===== src/rtl/mem_ctrl_split.sv =====
// mem_ctrl_split: RV32 load/store unit between execute and the ssram bus.
// Decodes LB/LH/LW/LBU/LHU/SB/SH/SW, computes EA = op1 + op2 and drives one
// aligned bus transaction (PH0). A word-crossing access gets a second one
// (PH1). Load data is merged and extended. A stalled ack is aborted with a
// fault after TIMEOUT cycles.
// Build option: define MISALIGN_SPLIT_EN to accept any alignment and split
// crossing accesses. Without it, misaligned requests fault with no bus cycle.
// Ports: clk, rst (async, active-high); instr/op1/op2/op3/enable request;
// busy/result/result_valid/fault completion; address, read_enable/read_data/
// read_ack, write_enable/write_byte_enable/write_data/write_ack bus.
module mem_ctrl_split #(
  parameter int unsigned ADDR_W  = 32,
  parameter int unsigned TIMEOUT = 16
) (
  input  logic              clk,
  input  logic              rst,
  input  logic [31:0]       instr,
  input  logic [31:0]       op1,
  input  logic [31:0]       op2,
  input  logic [31:0]       op3,
  input  logic              enable,
  output logic              busy,
  output logic [31:0]       result,
  output logic              result_valid,
  output logic              fault,
  output logic [ADDR_W-1:0] address,
  output logic              read_enable,
  input  logic [31:0]       read_data,
  input  logic              read_ack,
  output logic              write_enable,
  output logic [3:0]        write_byte_enable,
  output logic [31:0]       write_data,
  input  logic              write_ack
);
  localparam int unsigned CNT_W    = (TIMEOUT < 2) ? 1 : $clog2(TIMEOUT);
  localparam logic [6:0] OPC_LOAD  = 7'b0000011;
  localparam logic [6:0] OPC_STORE = 7'b0100011;

  typedef enum logic [1:0] {IDLE = 2'd0, PH0 = 2'd1, PH1 = 2'd2, DONE = 2'd3} state_t;

  state_t             state_q, state_d;
  logic               is_load_q, is_load_d;
  logic [2:0]         f3_q, f3_d;
  logic [1:0]         o_q, o_d;
  logic [CNT_W-1:0]   cnt_q, cnt_d;
  logic               busy_q, busy_d;
  logic [31:0]        result_q, result_d;
  logic               result_valid_q, result_valid_d;
  logic               fault_q, fault_d;
  logic [ADDR_W-1:0]  address_q, address_d;
  logic               read_enable_q, read_enable_d;
  logic               write_enable_q, write_enable_d;
  logic [3:0]         wbe_q, wbe_d;
  logic [31:0]        wdata_q, wdata_d;
`ifdef MISALIGN_SPLIT_EN
  logic               cross_q, cross_d;
  logic [3:0]         ph1_be_q, ph1_be_d;
  logic [31:0]        ph1_wd_q, ph1_wd_d;
  logic [31:0]        lo_q, lo_d;
  logic [3:0]         be_hi;
`else
  logic               aligned;
`endif

  logic [31:0] ea;
  logic [2:0]  f3_in;
  logic        dec_load, dec_store, legal;
  logic [3:0]  mask;
  logic [4:0]  sh;
  logic        ack, tmo, finish, abort;
  logic [63:0] raw;
  logic        unused_instr;

  assign unused_instr = ^{instr[31:15], instr[11:7]};

  // Shift the (possibly two-word) raw data down to the access and extend it.
  function automatic logic [31:0] load_ext(input logic [2:0] f, input logic [1:0] o,
                                           input logic [63:0] r);
    logic [31:0] v;
    v = 32'(r >> {o, 3'b000});
    case (f[1:0])
      2'b00:   load_ext = f[2] ? {24'd0, v[7:0]}  : {{24{v[7]}}, v[7:0]};
      2'b01:   load_ext = f[2] ? {16'd0, v[15:0]} : {{16{v[15]}}, v[15:0]};
      default: load_ext = v;
    endcase
  endfunction

  // Request decode and legality.
  always_comb begin
    ea        = op1 + op2;
    f3_in     = instr[14:12];
    dec_load  = (instr[6:0] == OPC_LOAD) &&
                (f3_in inside {3'b000, 3'b001, 3'b010, 3'b100, 3'b101});
    dec_store = (instr[6:0] == OPC_STORE) && (f3_in inside {3'b000, 3'b001, 3'b010});
    case (f3_in[1:0])
      2'b00:   mask = 4'b0001;
      2'b01:   mask = 4'b0011;
      default: mask = 4'b1111;
    endcase
    sh = {ea[1:0], 3'b000};
`ifdef MISALIGN_SPLIT_EN
    be_hi = 4'(({4'b0000, mask} << ea[1:0]) >> 4);
    legal = dec_load | dec_store;
`else
    aligned = (f3_in[1:0] == 2'b00) || (f3_in[1:0] == 2'b01 && !ea[0]) || (ea[1:0] == 2'b00);
    legal   = (dec_load | dec_store) && aligned;
`endif
  end

  // Next-state and registered-output logic.
  always_comb begin
    state_d        = state_q;
    is_load_d      = is_load_q;
    f3_d           = f3_q;
    o_d            = o_q;
    cnt_d          = cnt_q;
    busy_d         = busy_q;
    result_d       = '0;
    result_valid_d = 1'b0;
    fault_d        = 1'b0;
    address_d      = address_q;
    read_enable_d  = read_enable_q;
    write_enable_d = write_enable_q;
    wbe_d          = wbe_q;
    wdata_d        = wdata_q;
`ifdef MISALIGN_SPLIT_EN
    cross_d        = cross_q;
    ph1_be_d       = ph1_be_q;
    ph1_wd_d       = ph1_wd_q;
    lo_d           = lo_q;
`endif
    ack    = is_load_q ? read_ack : write_ack;
    tmo    = (TIMEOUT != 0) && (cnt_q == CNT_W'(TIMEOUT - 1));
    finish = 1'b0;
    abort  = 1'b0;
    raw    = '0;

    case (state_q)
      // DONE accepts a new request so back-to-back issue costs no bubble.
      IDLE, DONE: begin
        state_d = IDLE;
        if (enable) begin
          is_load_d = dec_load;
          f3_d      = f3_in;
          o_d       = ea[1:0];
          cnt_d     = '0;
          if (!legal) begin
            state_d        = DONE;
            result_valid_d = 1'b1;
            fault_d        = 1'b1;
          end else begin
            state_d        = PH0;
            busy_d         = 1'b1;
            address_d      = {ea[ADDR_W-1:2], 2'b00};
            read_enable_d  = dec_load;
            write_enable_d = dec_store;
            wbe_d          = dec_store ? (mask << ea[1:0]) : 4'b0000;
            wdata_d        = dec_store ? (op3 << sh) : 32'd0;
`ifdef MISALIGN_SPLIT_EN
            cross_d  = |be_hi;
            ph1_be_d = dec_store ? be_hi : 4'b0000;
            ph1_wd_d = dec_store ? 32'(({32'd0, op3} << sh) >> 32) : 32'd0;
`endif
          end
        end
      end
      PH0: begin
        if (ack) begin
`ifdef MISALIGN_SPLIT_EN
          lo_d = read_data;
          if (cross_q) begin
            state_d   = PH1;
            address_d = address_q + ADDR_W'(4);
            wbe_d     = ph1_be_q;
            wdata_d   = ph1_wd_q;
            cnt_d     = '0;
          end else begin
            finish = 1'b1;
            raw    = {32'd0, read_data};
          end
`else
          finish = 1'b1;
          raw    = {32'd0, read_data};
`endif
        end else if (tmo) begin
          abort = 1'b1;
        end else begin
          cnt_d = cnt_q + CNT_W'(1);
        end
      end
`ifdef MISALIGN_SPLIT_EN
      PH1: begin
        if (ack) begin
          finish = 1'b1;
          raw    = {read_data, lo_q};
        end else if (tmo) begin
          abort = 1'b1;
        end else begin
          cnt_d = cnt_q + CNT_W'(1);
        end
      end
`endif
      default: state_d = IDLE;
    endcase

    // Completion (normal or timeout): drop strobes and pulse result_valid.
    if (finish || abort) begin
      state_d        = DONE;
      busy_d         = 1'b0;
      read_enable_d  = 1'b0;
      write_enable_d = 1'b0;
      wbe_d          = 4'b0000;
      wdata_d        = 32'd0;
      result_valid_d = 1'b1;
      fault_d        = abort;
      result_d       = (finish && is_load_q) ? load_ext(f3_q, o_q, raw) : 32'd0;
    end
  end

  always_ff @(posedge clk or posedge rst) begin
    if (rst) begin
      state_q        <= IDLE;
      is_load_q      <= 1'b0;
      f3_q           <= '0;
      o_q            <= '0;
      cnt_q          <= '0;
      busy_q         <= 1'b0;
      result_q       <= '0;
      result_valid_q <= 1'b0;
      fault_q        <= 1'b0;
      address_q      <= '0;
      read_enable_q  <= 1'b0;
      write_enable_q <= 1'b0;
      wbe_q          <= '0;
      wdata_q        <= '0;
`ifdef MISALIGN_SPLIT_EN
      cross_q        <= 1'b0;
      ph1_be_q       <= '0;
      ph1_wd_q       <= '0;
      lo_q           <= '0;
`endif
    end else begin
      state_q        <= state_d;
      is_load_q      <= is_load_d;
      f3_q           <= f3_d;
      o_q            <= o_d;
      cnt_q          <= cnt_d;
      busy_q         <= busy_d;
      result_q       <= result_d;
      result_valid_q <= result_valid_d;
      fault_q        <= fault_d;
      address_q      <= address_d;
      read_enable_q  <= read_enable_d;
      write_enable_q <= write_enable_d;
      wbe_q          <= wbe_d;
      wdata_q        <= wdata_d;
`ifdef MISALIGN_SPLIT_EN
      cross_q        <= cross_d;
      ph1_be_q       <= ph1_be_d;
      ph1_wd_q       <= ph1_wd_d;
      lo_q           <= lo_d;
`endif
    end
  end

  assign busy              = busy_q;
  assign result            = result_q;
  assign result_valid      = result_valid_q;
  assign fault             = fault_q;
  assign address           = address_q;
  assign read_enable       = read_enable_q;
  assign write_enable      = write_enable_q;
  assign write_byte_enable = wbe_q;
  assign write_data        = wdata_q;
endmodule


===== config.mk =====
export PLATFORM = sky130hd
export DESIGN_NAME = mem_ctrl_split
export DESIGN_NICKNAME = d
export VERILOG_FILES = /design/src/rtl/mem_ctrl_split.sv
export SDC_FILE = /design/constraint.sdc
export NUM_CORES = 1
export LEC_CHECK = 0
export ABC_AREA = 1
export CORE_ASPECT_RATIO = 0.75
export CORE_MARGIN = 2
export CORE_UTILIZATION = 40
export CTS_BUF_LIST = sky130_fd_sc_hd__clkbuf_4 sky130_fd_sc_hd__clkbuf_8
export DETAILED_ROUTE_END_ITERATION = 12
export GPL_TIMING_DRIVEN = 0
export HOLD_SLACK_MARGIN = 0.05
export PLACE_DENSITY = 0.72
export SLEW_MARGIN = 20
export SYNTH_ARGS = -nofsm -noshare
export SYNTH_HDL_FRONTEND = slang
export SYNTH_SLANG_ARGS = --single-unit

===== constraint.sdc =====
create_clock -name clk -period 7.6 [get_ports clk]
set_input_delay 1.9 -clock clk [delete_from_list [all_inputs] [get_ports clk]]
set_output_delay 1.9 -clock clk [all_outputs]
set_load 0.005 [all_outputs]

Word level (Yosys, flattened, before mapping). Index checks and enable logic that the tools add are counted.

Equal/unequal tests: 15. Shift-type cells: 3. Reductions and logical operators: 25. $add $sub $neg: 2. Bitwise logic cells: 1. Mux-type cells: 49.

Operators with widths (count): $mux 32 (11); $pmux 32 s2 (1); $shr 64x5->32 (1); $add 32x32->32 (1); $mux 4 (8); $shl 32x5->32 (1); $mux 1 (23); $pmux 4 s2 (2); $logic_not 2->1 (4); $ne 2x2->1 const B (4); $reduce_bool 2->1 (4); $eq 7x2->1 const B (1); $eq 7x6->1 const B (1); $eq 2x1->1 const B (3); $eq 3x3->1 const B (2); $mux 2 (3); $reduce_and 3->1 (2); $logic_and 1x1->1 (5); $reduce_bool 5->1 (1); $add 4x1->4 const B (1); $eq 4x4->1 const B (1); $pmux 2 s2 (1); $reduce_and 4->1 (1); $shl 4x2->4 (1); 10 further kinds (12).

Bits in registers: 115. Output and inout port bits: 105. Logic and storage cells: 109. Bits of input ports: 165.

Logic depth before layout (Yosys ltp).
Depth in word-level cells: 10. Gate-level depth with buffers: 14. Mapped depth without buffers: 14.

Least setup slack after synthesis. No wires, ideal clock.

Path type: input-to-reg. Start point: in op1[0]. End point: reg wdata_q[24], in the netlist write_data[24]. Required time: 7476 ps. Path buffers: 2. Arrival time: 3477 ps. Cell stages on the path: 11. Setup time: 124 ps. Setup slack: 4000 ps. Cell sequence: ha_1 -> inv_1 -> fa_1 -> nand2_2 -> nand2_1 -> nand3_2 -> clkinv_2 -> nand3_2 -> buf_6 -> buf_6 -> o21ai_2.

Word-level cells in the longest chain between the ends: 8. Elaborated cells between the ends (all ways): 15. Classes of those cells: add/sub (1); shift (1); mux (5); reduce/logical (8).

Ends and longest elaborated chain: start, declared (line 18) `input logic [31:0] op1,`; $add 32x32->32 (*) (line 90) `ea = op1 + op2;`; branches (longest 7 deep; another with $shl 32x5->32); end signal, assigned (line 256) `wdata_q <= wdata_d;`; end, declared (line 54) `logic [31:0] wdata_q, wdata_d;`.

Every way passes the cells marked *. The select of a mux whose other input is x is not followed. A chain may end at the register's enable or synchronous reset.

Worst setup path in the final report.
Start point: in op1[0]. End point: reg wdata_q[15], in the netlist write_data[15].

The elaborated chain is that of the path after synthesis.

==> impl_metrics.csv <==
group,metric,value,unit
yosys,synth.top_cell.area_share,36.3,%
drt,antenna_left,0,
grt,globalRouteOverflowTotal,0,
setup_path,timing.critical_path.slowest_cell_delay,0.69,ns
yosys,synthDistinctLibCells,42,
cts,tritoncts_clock_tree,"built",
layout,layout.area.seq,2880,um^2
timing,worst_slew_pin_slew,0.749,ns
min_path,worstHoldPathType,"flop to flop",
placement,dpl.hpwl,21.2,mm
drt,remaining_drc_errors,0,
drt,drt-pass1-iter-count,6,
placement,port_buffers,245,
cts,cts.repair_timing.setup_buffer_count,0,
drt,vias_per_cell,5.08,
min_path,hold_start,"address[30]",
die,top_level_ports,270,
timing,clock.fmax,235,MHz
die,cell_row_count,44,
drt,num_vias,8649,
yosys,synth.top_cells.by_area,"sky130_fd_sc_hd__dfrtp_1, sky130_fd_sc_hd__nand2_1, sky130_fd_sc_hd__nand3_1, sky130_fd_sc_hd__inv_1, sky130_fd_sc_hd__ha_1",
layout,post_route_cells_drive_above_1_share,6.98,%
layout,layoutNonFillerInstCount,1701,
setup_path,start_kind,"input pin",
grt,grt_util_all_layers,25.8,%
grt,grt_antenna_before_repair,0,
drt,routedWlPerCell,15.9,um
die,die_h,126,um
pwr,leakagePower,5.66,nW
setup_path,cp_slowest_cell,"sky130_fd_sc_hd__fa_1",
drt,detail_route.iter0.violations,975,
cts,cts_root_buf,"sky130_fd_sc_hd__clkbuf_8",
timing,rsz0062_at_grt,"false",
placement,post-place-cells,1669,
die,die-area,21000,um^2
placement,gp_congestion,0.921,
yosys,netlist_area,7930,um^2
layout,fill_cells,1852,
yosys,syn-mean-instance-area,6.78,um^2
layout,antenna-diode-count,0,
timing,skew,0.0108,ns
timing,timing.final.max_slew_violations,0,
setup_path,path_cells,"clkdlybuf4s50_1 > ha_1 > inv_1 > fa_1 > nand2_2 > nand2_1 > nand3_2 > clkinv_2 > nand3_2 > buf_6 > buf_6 > o21ai_2",
drt,routed_wl,27.1,mm
die,chipWidth,167,um
cts,clock_tree.buffer_depth,2,
setup_path,critical_path.top_delay_family,"buffers and inverters",
cts,holdBufCountCts,0,
yosys,synthArstFlopShare,100,%
die,floorplan.initialDensity,40.9,%
setup_path,setup.worst_path.class,"input pin to flop",
cts,clkSlewWorstSetupHoldPaths,0.08,ns
setup_path,timing.reg2reg.worst_path_depth,8,
grt,grt_max_degree,76,
setup_path,r2r-start,"state_q[1]",
setup_path,cp_max_fo,10,
setup_path,worst_ep_required_time,7.97,ns
pwr,p_per_area,192,nW/um^2
yosys,yosysSeqAreaShare,36.3,%
flow_run,drv_cap,0,
layout,area_growth,40.9,%
timing,totalNegativeSetupSlack,0,ns
grt,first_global_vias,8075,
yosys,yosys_register_bits,115,
setup_path,worstPathBufferInverterCount,5,
yosys,synth.largest_area_cell,"sky130_fd_sc_hd__dfrtp_1",
timing,min_period_over_period,55.9,%
cts,worst_skew_pair.late_latency,0.45,ns
timing,slew-limit-headroom,49.9,%
pwr,worst_vdd_drop,0.114,mV
timing,final-hold-violation-count,0,
setup_path,timing.rr.end,"result[24]",
timing,finalWorstPathRequiredPeriod,4.25,ns
yosys,synth-edff-count,0,
layout,design.final.nets,1634,
cts,cts_resized,0,
cts,htree_levels,4,
min_path,min_path_cells,2,
setup_path,worst_ep_arrival_time,4.62,ns
grt,first_pass_grt_wire_length,43.0,mm
yosys,synthesis.instances,1169,
cts,tritoncts.num_buffers,17,
outcome,run_status,"finished, final reports clean",
setup_path,ff_to_ff_setup_slack,5.30,ns
yosys,yosysWarnings,0,
die,fp.coreArea,19400,um^2
timing,setup_viol_count_final,0,
min_path,whs_endpoint,"address[30]",
layout,footprint_of_the_multi_input_gates,4190,um^2
yosys,synth-main-ff-cell,"sky130_fd_sc_hd__dfrtp_1",
cts,cts.sink_count,115,
setup_path,crit_path_end_kind,"flop",
cell usage after synthesis (all sizes together), types with 2 or more instances:
cell	count
nand2	370
inv	163
nand3	133
dfrtp	115
nor2	91
o21ai	74
a21oi	42
buf	33
ha	33
nor3	16
clkbuf	15
xnor2	13
o211ai	11
or2	11
a31oi	8
nor4	8
o221ai	8
nand3b	6
nand4	5
o21bai	3
and2	2
xor2	2
registers in the layout, indices dropped and copies added, names as in the netlist:
signal	flops
o_q	2
busy	1
fault	1
result_valid	1
state_q	2
write_data	32
read_enable	1
f3_q	3
result	32
address	30
cnt_q	4
write_byte_enable	4
write_enable	1
is_load_q	1
worst min-delay path, stage by stage, from the launching register on:
cell,delay [ns]
sky130_fd_sc_hd__dfrtp_1,0.35
sky130_fd_sc_hd__nand2_1,0.05
sky130_fd_sc_hd__nand2_1,0.06
per-layer routing:
metal | vias up | part of all wire, % | GRT usage, %
li1 | 4274 | - | -
met1 | 3938 | 50 | 39.9
met2 | 419 | 40 | 37.0
met3 | 18 | 9.2 | 6.13
met4 | 0 | 0.72 | 3.80
met5 | - | 0 | 0
power by group:
part,internal [mW],leakage (nW),switching (mW)
logic,0.307,3.85,0.512
clock network,0.374,0.218,0.264
registers,0.654,1.59,0.0290
worst max-delay path by stage:
stage	startpoint	endpoint	slack, ns	cells after the start
final	op1[0]	write_data[15]	3.35	12
after global routing	op1[0]	address[22]	3.20	11
after CTS	op1[0]	write_data[19]	3.37	12
after detailed placement	op1[0]	address[22]	2.92	11
after global placement	rst	write_data[19]	0.76	2
after floorplan	rst	address[10]	2.66	1
cell families after synthesis:
family / share of synthesized area, %
buffers and inverters: 10.9
other: 0.0473
flip-flops: 36.3
AO/OA/AOI/OAI: 11.0
adder cells (fa/ha/maj): 5.46
AND/OR/NAND/NOR: 34.7
XOR/XNOR: 1.66
cells in the final DEF (no fill, tap or decap), types with 3 or more instances in the layout:
cell,instances
sky130_fd_sc_hd__buf_4,5
sky130_fd_sc_hd__inv_1,153
sky130_fd_sc_hd__o21ai_1,38
sky130_fd_sc_hd__nand3_1,130
sky130_fd_sc_hd__xnor2_1,13
sky130_fd_sc_hd__o21ai_2,10
sky130_fd_sc_hd__buf_1,6
sky130_fd_sc_hd__o211ai_1,11
sky130_fd_sc_hd__bufinv_16,3
sky130_fd_sc_hd__buf_6,3
sky130_fd_sc_hd__o21bai_1,3
sky130_fd_sc_hd__buf_2,19
sky130_fd_sc_hd__clkbuf_1,15
sky130_fd_sc_hd__clkdlybuf4s50_1,245
sky130_fd_sc_hd__nand2_1,369
sky130_fd_sc_hd__nand4_1,5
sky130_fd_sc_hd__clkbuf_8,22
sky130_fd_sc_hd__nor4_1,8
sky130_fd_sc_hd__o221ai_1,8
sky130_fd_sc_hd__o21ai_0,26
sky130_fd_sc_hd__clkinv_2,3
sky130_fd_sc_hd__nor3_1,14
sky130_fd_sc_hd__nand3b_1,5
sky130_fd_sc_hd__inv_2,8
sky130_fd_sc_hd__a21oi_1,42
sky130_fd_sc_hd__clkinvlp_4,3
sky130_fd_sc_hd__ha_1,33
sky130_fd_sc_hd__or2_2,11
sky130_fd_sc_hd__dfrtp_1,115
sky130_fd_sc_hd__a31oi_1,8
sky130_fd_sc_hd__nor2_1,89
layout make-up:
cell class | count | area share [%]
clock buffers | 24 | 2.84
well taps | 253 | 2.83
multi-input cells | 843 | 37.5
plain buffers | 48 | 2.19
flip-flops and latches | 115 | 25.7
inverters | 164 | 5.59
clock inverters | 8 | 1.10
repair buffers | 246 | 22.2
stage by stage:
stage | worst slack, ns | hold slack, ns | power [mW] | cell area (um^2) | utilization, %
3_5_place_dp | 2.92 | 0.469 | 1.50 | 10700 | 55.4
2_1_floorplan | 2.66 | 0.464 | 1.21 | 7940 | -
6_report | 3.35 | 0.486 | 2.14 | 11200 | 57.7
3_3_place_gp | 0.761 | 0.464 | 1.48 | 10700 | 55.2
5_1_grt | 3.20 | 0.510 | 2.28 | 11200 | 57.7
4_1_cts | 3.37 | 0.495 | 2.14 | 11200 | 57.7
(Power assumes the default switching activity.)
